**src/rtl/wb_serial_tl_bridge.sv**
```systemverilog
// Wishbone classic slave that frames each bus cycle as HDR/ADR[/DAT] words over a
// narrow valid/ready serial link and reassembles the read response from the return link.
module wb_serial_tl_bridge #(
    parameter int SERIAL_W = 8,
    parameter int TIMEOUT  = 1024
) (
    input  logic                wb_clk_i,
    input  logic                wb_rst_i,
    input  logic                wbs_cyc_i,
    input  logic                wbs_stb_i,
    input  logic                wbs_we_i,
    input  logic [3:0]          wbs_sel_i,
    input  logic [31:0]         wbs_adr_i,
    input  logic [31:0]         wbs_dat_i,
    output logic                wbs_ack_o,
    output logic [31:0]         wbs_dat_o,
    output logic                serial_tl_bits_out_valid,
    input  logic                serial_tl_bits_out_ready,
    output logic [SERIAL_W-1:0] serial_tl_bits_out_bits,
    input  logic                serial_tl_bits_in_valid,
    output logic                serial_tl_bits_in_ready,
    input  logic [SERIAL_W-1:0] serial_tl_bits_in_bits,
    output logic                busy_o,
    output logic                timeout_o
);

    localparam int          BEATS        = 32 / SERIAL_W;
    localparam logic [5:0]  LAST_BEAT    = 6'(BEATS - 1);
    // Timer value seen in the final permitted RECV cycle.
    localparam logic [31:0] TIMEOUT_LAST = 32'(TIMEOUT - 1);

    typedef enum logic [2:0] {
        IDLE,
        SEND_HDR,
        SEND_ADR,
        SEND_DAT,
        RECV,
        ACK
    } state_t;

    state_t state, state_next;

    logic        we_q;
    logic [3:0]  sel_q;
    logic [31:0] adr_q;
    logic [31:0] dat_q;
    logic [31:0] tx_word;
    logic [31:0] rx_word;
    logic [31:0] result;
    logic [5:0]  beat_cnt;
    logic [31:0] timer;

    logic sending;
    logic receiving;
    logic start;
    logic out_fire;
    logic in_fire;
    logic last_beat;
    logic timed_out;

    logic [SERIAL_W+31:0] tx_cat;
    logic [SERIAL_W+31:0] rx_cat;
    logic [31:0]          tx_shift;
    logic [31:0]          rx_shift;

    // The ack guard stops the still-asserted strobe of the cycle just acked from being re-captured.
    assign start     = (state == IDLE) && wbs_cyc_i && wbs_stb_i && !wbs_ack_o;
    assign sending   = (state == SEND_HDR) || (state == SEND_ADR) || (state == SEND_DAT);
    assign receiving = (state == RECV);
    assign out_fire  = sending && serial_tl_bits_out_ready;
    assign in_fire   = receiving && serial_tl_bits_in_valid;
    assign last_beat = (beat_cnt == LAST_BEAT);
    assign timed_out = (TIMEOUT != 0) && receiving && (timer == TIMEOUT_LAST);

    // Outbound words go LSB first; inbound beats enter at the top and settle LSB first.
    assign tx_cat   = {{SERIAL_W{1'b0}}, tx_word};
    assign tx_shift = tx_cat[SERIAL_W+31:SERIAL_W];
    assign rx_cat   = {serial_tl_bits_in_bits, rx_word};
    assign rx_shift = rx_cat[SERIAL_W+31:SERIAL_W];

    // State register.
    always_ff @(posedge wb_clk_i) begin
        if (wb_rst_i) state <= IDLE;
        else          state <= state_next;
    end

    // Next-state decode and link-side outputs.
    always_comb begin
        state_next               = state;
        serial_tl_bits_out_valid = sending;
        serial_tl_bits_out_bits  = sending ? tx_word[SERIAL_W-1:0] : '0;
        serial_tl_bits_in_ready  = receiving;
        busy_o                   = (state != IDLE);
        case (state)
            IDLE:     if (start) state_next = SEND_HDR;
            SEND_HDR: if (out_fire && last_beat) state_next = SEND_ADR;
            SEND_ADR: if (out_fire && last_beat) state_next = we_q ? SEND_DAT : RECV;
            SEND_DAT: if (out_fire && last_beat) state_next = ACK;
            RECV:     if (timed_out || (in_fire && last_beat)) state_next = ACK;
            ACK:      state_next = IDLE;
            default:  state_next = IDLE;
        endcase
    end

    // Beat counter and RECV cycle timer; a timeout abandons any partial word.
    always_ff @(posedge wb_clk_i) begin
        if (wb_rst_i) begin
            beat_cnt <= '0;
            timer    <= '0;
        end else begin
            if (timed_out)                beat_cnt <= '0;
            else if (out_fire || in_fire) beat_cnt <= last_beat ? 6'd0 : beat_cnt + 6'd1;
            timer <= receiving ? timer + 32'd1 : 32'd0;
        end
    end

    // Request capture and outbound word sequencing.
    always_ff @(posedge wb_clk_i) begin
        if (start) begin
            we_q    <= wbs_we_i;
            sel_q   <= wbs_sel_i;
            adr_q   <= wbs_adr_i;
            dat_q   <= wbs_dat_i;
            tx_word <= {wbs_we_i, wbs_sel_i, 27'd0};
        end else if (out_fire) begin
            if (last_beat) tx_word <= (state == SEND_HDR) ? adr_q : dat_q;
            else           tx_word <= tx_shift;
        end
    end

    // Response reassembly; the timeout pattern replaces a partial word.
    always_ff @(posedge wb_clk_i) begin
        if (!receiving)   rx_word <= '0;
        else if (in_fire) rx_word <= rx_shift;
        if (timed_out)                   result <= 32'hFFFF_FFFF;
        else if (in_fire && last_beat)   result <= rx_shift;
    end

    // Wishbone ack/data and sticky timeout flag; an abandoned master gets neither ack nor data.
    always_ff @(posedge wb_clk_i) begin
        if (wb_rst_i) begin
            wbs_ack_o <= 1'b0;
            wbs_dat_o <= '0;
            timeout_o <= 1'b0;
        end else begin
            wbs_ack_o <= (state == ACK) && wbs_cyc_i && wbs_stb_i;
            if ((state == ACK) && wbs_cyc_i && wbs_stb_i && !we_q) wbs_dat_o <= result;
            if (timed_out) timeout_o <= 1'b1;
        end
    end

endmodule
```
**config.mk**
```make
export PLATFORM = sky130hd
export DESIGN_NAME = wb_serial_tl_bridge
export DESIGN_NICKNAME = d
export VERILOG_FILES = /design/src/rtl/wb_serial_tl_bridge.sv
export SDC_FILE = /design/constraint.sdc
export NUM_CORES = 1
export LEC_CHECK = 0
export ABC_AREA = 0
export CORE_MARGIN = 3
export CORE_UTILIZATION = 40
export CTS_CLUSTER_DIAMETER = 50
export DETAILED_ROUTE_END_ITERATION = 10
export DONT_BUFFER_PORTS = 1
export PLACE_DENSITY = 0.64
export SYNTH_ARGS = -nofsm -noshare
export SYNTH_HDL_FRONTEND = slang
export SYNTH_SLANG_ARGS = --single-unit
```
**constraint.sdc**
```tcl
create_clock -name wb_clk_i -period 3.7 [get_ports wb_clk_i]
set_clock_uncertainty 0.2 [all_clocks]
set_input_delay 0.37 -clock wb_clk_i [delete_from_list [all_inputs] [get_ports wb_clk_i]]
set_output_delay 0.37 -clock wb_clk_i [all_outputs]
set_load 0.05 [all_outputs]
```
* Word level (Yosys, flattened, before mapping) *
Index checks and enable logic that the tools add are counted.

cells by class
  $add $sub $neg = 2
  multipliers = 0
  divide/modulo/power cells = 0
  magnitude comparators = 0
  eq/ne operators = 12
  shift operators = 0
  muxes and demuxes = 13
  bitwise logic cells = 1
  reduce and logical (&&, ||, !) cells = 23

operators by type and width
  kind                     count
  $mux W32                 4
  $add A32 B1 Y32 const B  1
  $eq A32 B10 Y1 const B   1
  $mux W3                  6
  $pmux W3 S5              1
  $logic_and A1 B1 Y1      11
  $mux W8                  1
  $add A6 B1 Y6 const B    1
  $eq A3 B2 Y1 const B     2
  $eq A3 B3 Y1 const B     2
  $eq A6 B2 Y1 const B     1
  $mux W6                  1
  $ne A2 B1 Y1 const B     3
  $reduce_and A5 Y1        1
  $logic_or A1 B1 Y1       4
  $ne A2 B2 Y1 const B     2
  $reduce_or A2 Y1         2
  $eq A3 B1 Y1 const B     1
  $logic_not A3 Y1         1
  $reduce_bool A3 Y1       1
  $logic_not A1 Y1         2
  $reduce_bool A2 Y1       1
  $not A1 Y1               1

storage, ports and cells
  register bits = 236
  bits in latches = 0
  bits in writable memories = 0
  bits in read-only memories = 0
  input bits = 83
  output and inout bits = 45
  word-level logic and storage cells = 64
  memories kept = 0

* Longest topological paths before layout *
Gate-level depths: netlist of the first run.

  word-level depth = 7
  depth in mapped cells = 7
  depth with buffers taken out = 5

* Worst setup path after synthesis of the first run *
No wires, ideal clock.

  path kind = reg2reg
  from = reg state[2]
  to = reg adr_q[0], enable pin
  arrival time = 3.467 ns
  setup slack = -0.421 ns
  stages on the path, launching flop included = 5
  buffers on the path = 2
  period minus slack after synthesis = 4.121 ns
  path through = dfxtp_1 > clkbuf_1 > or3_1 > nor3_1 > clkbuf_1

on the way
  longest elaborated chain between the ends = 4

RTL lines
  what                              RTL line  RTL
  start, declared                   41        state_t state, state_next;
  start signal, assigned            84        else state <= state_next;
  $logic_not A3 Y1                  67        assign start = (state == IDLE) && wbs_cyc_i && wbs_stb_i && !wbs_ack_o;
  $logic_and A1 B1 Y1 (3 in a row)  67
  named net start                   55        logic start;
  end signal, assigned              122       adr_q <= wbs_adr_i;
  end, declared                     45        logic [31:0] adr_q;

The timed path passes the listed nets, and every way through them passes these cells.
A chain may end at the register's enable or synchronous reset.

* Worst setup path in the final report of the first run *
  from = reg state[2]
  to = reg wbs_dat_o[21]

on the way
  longest elaborated chain between the ends = 4

RTL lines
  what                              RTL line  RTL
  $eq A3 B3 Y1                      147       if ((state == ACK) && wbs_cyc_i && wbs_stb_i && !we_q) wbs_dat_o <= result;
  $logic_and A1 B1 Y1 (3 in a row)  147
  end signal, assigned              147
  end, declared                     16        output logic [31:0] wbs_dat_o,

Every way passes these cells.

==> metrics.cfg, run 1 <==
[outcome]
status = completed

[power]
peakVddDrop_uv = 480.2
power.internal_mw = 4.437
p_sw_mw = 1.201
power_density_mw_per_mm2 = 486.9
p_leak_nw = 3.706
power_frac_comb = 0.040
power_frac_clock = 0.490
total_power_mw = 5.638
seq_power_share = 0.470
switching_share = 0.2130

[yosys]
yosysWarnings = 0
syn_area_per_cell_sq_um = 10.22
synth_top_area_frac = 0.3321
yosys-top-cells-area = dfxtp_1 (33%), edfxtp_1 (22%), mux2i_1 (6.8%), a21oi_1 (4.9%), nand2_1 (4.8%)
async_flop_share = 0
netlist_instances = 932
synth_flop_cell = dfxtp_1
synth_area_sq_mm = 0.009524
yosysTopAreaCell = dfxtp_1
synth_fp_nets = 1017
synth_edf_count = 70
ys_ff_latch = 228
ys_types = 51
ys_seq_area_frac = 0.5528

[route]
maxUsedRoutingLayer = met4
dr.first_iter.drc_count = 482
ant_nets = 0
dr_wl_met3_mm = 1.111
wl_mm = 22.15
routed_via_density = 5.342
wire_per_inst_microns = 16.72
dr.pass1.iters = 5
dr_wl_met2_mm = 10.59
via_count = 7078
drc = 0
drt-met1-wl_mm = 9.956

[sta]
fin_tns_setup_ns = 0
hold_viol_final = 0
relSlewSlack = 0.4596
rsz0062_at_grt = no
slew_violations = 0
final.min_clock_period_ns = 2.865
fmax_mhz = 349.0
worst_pin_slew_ns = 0.8082
finalCritPeriodShare = 0.7744
setup_viol = 0

[floorplan]
die_h_microns = 160.3
die_area_sq_mm = 0.02570
rows = 55
die_x_microns = 160.3
ios = 128
coreArea_sq_mm = 0.02298
start_util = 0.4144

[global_route]
grt_max_degree = 71
grt_pass1_wl_mm = 36.23
grt.overflow.total = 0
grt_pass1_vias = 6892
antenna_found_initial = 0
grt.total_usage = 0.1672

[clock_tree]
cts_tree = done
htree_levels = 1
clk_latency_ns = 0.52
clockBufferDepth = 3
cts_num_sinks = 228
numCtsBuffers = 27
root_buffer = clkbuf_16
clk_pin_slew_ns = 0.06

[setup_path]
crit_arrival_ns = 3.07
end_kind = flop
slowest_stage = or4b_2
crit_start = state[2]
worst-endpoint-required_ns = 3.91
path_cells = nand2b_1 -> or4b_2 -> nand2_1 -> a21oi_1 -> dlygate4sd3_1
reg2reg_from = state[2]
critPathMaxStageDelay_ns = 1.01
worst-r2r-cell-count = 5
cp-start-kind = flop
critPathKind = reg2reg
worstPathMaxFanout = 32

[place]
io_buffers = 0
hpwl_mm = 12.90
gp_congestion = 0.7634

[min_path]
min_path_cells = 3
min_from = serial_tl_bits_in_valid
hold_class = in2reg

[cells_and_area]
area_delta_synth_final_pct = 21.58
fin_nets = 1077
num_antenna_cells = 0
nFillCells = 2096
multi_input_area_sq_mm = 0.003839
final-seq-area_sq_mm = 0.005265
layout-drive-gt1-share = 0.1067

[run]
cap_violations = 0

==> final cells by class <==
cell class,count,share of cell area
Clock buffer,36,0.06731
Clock inverter,13,0.01405
Tap cell,313,0.03382
Multi-Input combinational cell,596,0.3315
Inverter,39,0.01264
Timing Repair Buffer,100,0.08601
Sequential cell,228,0.4547
==> synth_stat cells, drive strengths merged (2+ instances only) <==
master   count
a211o       25
a211oi      66
a21oi       93
a311oi       2
a31oi        3
a41o         3
and2        13
and3         5
and4         5
buf         13
clkbuf      56
clkinv       2
dfxtp      158
edfxtp      70
ha           2
inv         37
mux2i       65
nand2      122
nand2b      10
nand3       12
nand4       10
nor2        76
nor3         3
nor4        16
nor4b        5
o21ai        8
o2bb2ai      3
o31ai        9
or2          2
or3          5
or4         11
xnor2        5
xor2         7
==> final timing paths <==
check                       end  slack, ns
hold / removal      rx_word[28]       0.04
setup / recovery  wbs_dat_o[21]       0.83
setup reg to reg  wbs_dat_o[21]       0.83
hold reg to reg        timer[0]       0.24
==> logic make-up (layout without fill, tap and decap cells) <==
kind of cell             after synthesis  count (layout)  synth area share
multiplexers                          65              65           0.06831
flip-flops                           228             228            0.5528
AO/OA/AOI/OAI                        217             217            0.1667
adder cells (fa/ha/maj)                2               2          0.002627
AND/OR/NAND/NOR                      300             300            0.1520
buffers and inverters                108             188           0.04651
XOR/XNOR                              12              12           0.01104
==> repair_timing <==
action,4_1_cts,5_1_grt
buffers inserted,0,0
gates resized for setup,0,0
endpoints found under the hold margin,146,0
hold buffers,85,0
==> flip-flops by register name (all words and copies together), names as in the netlist <==
register / flops
result: 32
timer: 32
tx_word: 32
wbs_ack_o: 1
timeout_o: 1
beat_cnt: 6
state: 3
wbs_dat_o: 32
dat_q: 32
adr_q: 32
rx_word: 24
we_q: 1
==> metrics by stage <==
step           hold slack, ns  cells  area, sq um  worst slack (ns)  utilization
3_3_place_gp           0.2251   1191         9767             1.019       0.4249
2_1_floorplan          0.2130    932         9525            0.6204            -
6_report              0.04386   1325        11580            0.8348       0.5038
3_5_place_dp           0.2303   1191         9767            0.8672       0.4249
4_1_cts               0.02926   1325        11580            0.8531       0.5038
5_1_grt               0.03635   1325        11580            0.6171       0.5038
==> placed cells by master, fill, tap and decap left out, types with 5 or more instances in the layout <==
cell           netlist  routed
a211oi_1            35      35
nor2_1              76      76
clkbuf_16            0      27
o21ai_0              8       8
and3_1               5       5
dlygate4sd3_1        0      83
mux2i_1             65      65
inv_1               37      37
and2_1              12      13
edfxtp_1            70      70
and4_1               5       5
a211o_1             25      25
or4_1               10      10
or3_1                5       5
o31ai_1              9       9
nand2b_1            10      10
xnor2_1              5       5
nand4_1             10      10
a21oi_1             93      93
a211oi_2            30      30
nor4_1              15      15
nand2_1            122     122
inv_6                0       5
buf_4                0      14
xor2_1               7       7
nand3_1             12      12
clkbuf_8             0       7
dfxtp_1            158     158
==> critical path, delay by kind of cell (launching register included) <==
kind | cells | cell delay [ns]
and+or+nand+nor | 3 | 1.37
DFF | 1 | 0.52
AOI/OAI and AO/OA | 1 | 0.08
buffers and inverters | 1 | 0.55
==> power groups by stage <==
stage | registers (mW) | logic (mW) | clock network (mW)
after floorplan | 2.69 | 0.117 | 0
after global placement | 2.70 | 0.133 | 0
after detailed placement | 2.70 | 0.134 | 0
after CTS | 2.65 | 0.225 | 2.80
after global routing | 2.65 | 0.247 | 2.91
final | 2.65 | 0.228 | 2.76
==> per-layer routing <==
layer / vias to the layer above / track usage
met1: 3382 / 0.2166
met2: 181 / 0.2866
met3: 40 / 0.03637
met4: 0 / 0.04024
li1: 3475 / -
met5: - / 0
(Power assumes the default switching activity.)
==> run 2: changes to the inputs <==
--- a/config.mk
+++ b/config.mk
@@ -11,7 +11,7 @@
 export CTS_CLUSTER_DIAMETER = 50
 export DETAILED_ROUTE_END_ITERATION = 10
 export DONT_BUFFER_PORTS = 1
-export PLACE_DENSITY = 0.64
+export PLACE_DENSITY = 0.62
 export SYNTH_ARGS = -nofsm -noshare
 export SYNTH_HDL_FRONTEND = slang
 export SYNTH_SLANG_ARGS = --single-unit
==> constraint.sdc (replaced) <==
create_clock -name wb_clk_i -period 2.9 [get_ports wb_clk_i]
set_clock_uncertainty 0.2 [all_clocks]
set_input_delay 0.29 -clock wb_clk_i [delete_from_list [all_inputs] [get_ports wb_clk_i]]
set_output_delay 0.29 -clock wb_clk_i [all_outputs]
set_load 0.05 [all_outputs]
==> run 2 against run 1 <==
Count of clock-buffer cells in the layout is 1 higher. Clock power is 26% higher. Largest power group unchanged. Register-to-register slack worse by 0.56 ns. Sequential power is 28% higher.
==> metrics.cfg, run 2 (synthesized netlist as in run 1, its figures left out) <==
[floorplan]
rows = 55  ; unchanged
ios = 128  ; unchanged
coreArea_sq_mm = 0.02298  ; unchanged
die_area_sq_mm = 0.02570  ; unchanged
die_h_microns = 160.3  ; unchanged
start_util = 0.4144  ; unchanged
die_x_microns = 160.3  ; unchanged

[cells_and_area]
fin_nets = 1094  ; +1.6%
layout-drive-gt1-share = 0.1165  ; +0.009785
num_antenna_cells = 0  ; unchanged
area_delta_synth_final_pct = 23.31
finalCoreUtilization = 0.5109  ; +0.007131
layout_commonest_cell = dfxtp_1
nFillCells = 2050  ; -2.2%
layout_common_cells = dfxtp_1 (158), nand2_1 (122), a21oi_1 (93)

[setup_path]
worst-endpoint-required_ns = 2.41  ; -1.50 ns
r2r-end = state[2]
reg2reg_slack_ns = 0.27  ; -0.56 ns
crit_arrival_ns = 2.24  ; -0.83 ns
worst-r2r-cell-count = 7  ; +2
critPathKind = reg2out
worstPathMaxFanout = 15  ; -53%
end_kind = output port
cp-start-kind = flop
reg2reg_from = beat_cnt[0]

[global_route]
grt.overflow.total = 0  ; unchanged
grt_pass1_wl_mm = 36.69  ; +1.3%
grt_pass1_vias = 6892  ; unchanged
grt_max_degree = 49  ; -31%
antenna_found_initial = 1  ; +1
grt.total_usage = 0.1709  ; +0.003618

[run]
cap_violations = 0  ; unchanged

[clock_tree]
post_cts_buffers = 0  ; unchanged
cts_num_sinks = 228  ; unchanged
htree_levels = 1  ; unchanged
cts_tree = done
clk_pin_slew_ns = 0.06  ; about the same
clk_latency_ns = 0.54  ; +0.02 ns
root_buffer = clkbuf_16
numCtsBuffers = 31  ; +15%
clockBufferDepth = 3  ; unchanged

[place]
dp_slack_ns = 0.5641  ; -0.3031 ns
gp_congestion = 0.7324  ; -4.1%
io_buffers = 0  ; unchanged
hpwl_mm = 13.31  ; +3.2%

[sta]
fin_tns_setup_ns = 0  ; unchanged
rsz0062_at_grt = no
relSlewSlack = 0.4628  ; +0.003214
finalCritPeriodShare = 0.9400
holdWs_ns = 0.06229  ; +0.01843 ns
final.min_clock_period_ns = 2.726
hold_viol_final = 0  ; unchanged
worst_pin_slew_ns = 0.8058  ; -0.002411 ns
layout_setup_ws_ns = 0.1740  ; -0.6608 ns
slew_violations = 0  ; unchanged
setup_viol = 0  ; unchanged
fmax_mhz = 366.8

[route]
routed_via_density = 5.276  ; -1.2%
wire_per_inst_microns = 16.66  ; -0.32%
ant_nets = 0  ; unchanged
dr.first_iter.drc_count = 512  ; +6.2%
via_count = 7085  ; +0.099%
wl_mm = 22.38  ; +1.0%
dr.pass1.iters = 5  ; unchanged
drc = 0  ; unchanged

[min_path]
min_from = serial_tl_bits_out_ready
whs_endpoint = tx_word[15]
hold_class = in2reg
min_path_cells = 4  ; +1

[power]
total_power_mw = 7.157  ; +27%
peakVddDrop_uv = 490.1  ; +2.1%
power_density_mw_per_mm2 = 609.4  ; +25%
p_leak_nw = 3.770  ; +1.7%

[outcome]
status = completed

-- run 2: changes by cell type in the layout (fill, tap and decap cells not counted), sizes merged, moves of 2 or more --
cell / previous run / this run
buf: 17 / 26
bufinv: 3 / 0
clkinv: 7 / 9
clkinvlp: 0 / 3
dlygate4sd3: 83 / 87
inv: 42 / 44
-- run 2: layout make-up --
class	instances	area [sq um]	share of cell area
Tap cell	313	391.6	0.03335
Clock inverter	17	128.9	0.01097
Timing Repair Buffer	113	1154	0.09823
Sequential cell	228	5265	0.4483
Inverter	39	146.4	0.01247
Clock buffer	37	818.3	0.06968
Multi-Input combinational cell	596	3840	0.3270
-- run 2: worst max path at each step --
stage,start,end,slack [ns],depth (start not counted)
final,state[0],serial_tl_bits_out_bits[7],0.17,3
after global routing,state[0],serial_tl_bits_out_bits[1],0.03,3
after CTS,state[0],serial_tl_bits_out_bits[1],0.12,3
after detailed placement,state[2],tx_word[30],0.56,4
after global placement,timer[23],result[31],0.64,6
after floorplan,state[2],adr_q[0],0.18,4
-- run 2: through the flow --
stage / instance area [sq um] / instances
finish: 11740 / 1343
floorplan: 9528 / 932
detailed placement: 9884 / 1200
CTS: 11740 / 1343
global route: 11740 / 1343
global placement: 9884 / 1200
-- run 2: power by group --
group	internal, mW	total (mW)	switching (mW)	leakage [nW]
combinational	0.151	0.303	0.152	1.38
sequential	3.35	3.38	0.0224	1.93
clock	2.03	3.48	1.45	0.459
-- run 2: critical path, stage by stage (launching register included) --
cell     delay, ns
dfxtp_1       0.57
o21ba_2       0.36
buf_4         0.28
and2_1        0.49
-- run 2: what timing repair did --
item	in CTS	in global routing
endpoints found under the setup margin	0	1
endpoints found under the hold margin	158	0
gates resized for setup	0	1
hold buffers	89	0
-- run 2: metal layers --
layer / global-route usage / wire length [microns] / up-vias / part of all wire
li1: - / - / 3509 / -
met3: 0.04075 / 1247 / 42 / 0.056
met4: 0.04773 / 543 / 0 / 0.024
met5: 0 / 0 / - / 0
met1: 0.2186 / 9651 / 3337 / 0.43
met2: 0.2901 / 10940 / 197 / 0.49
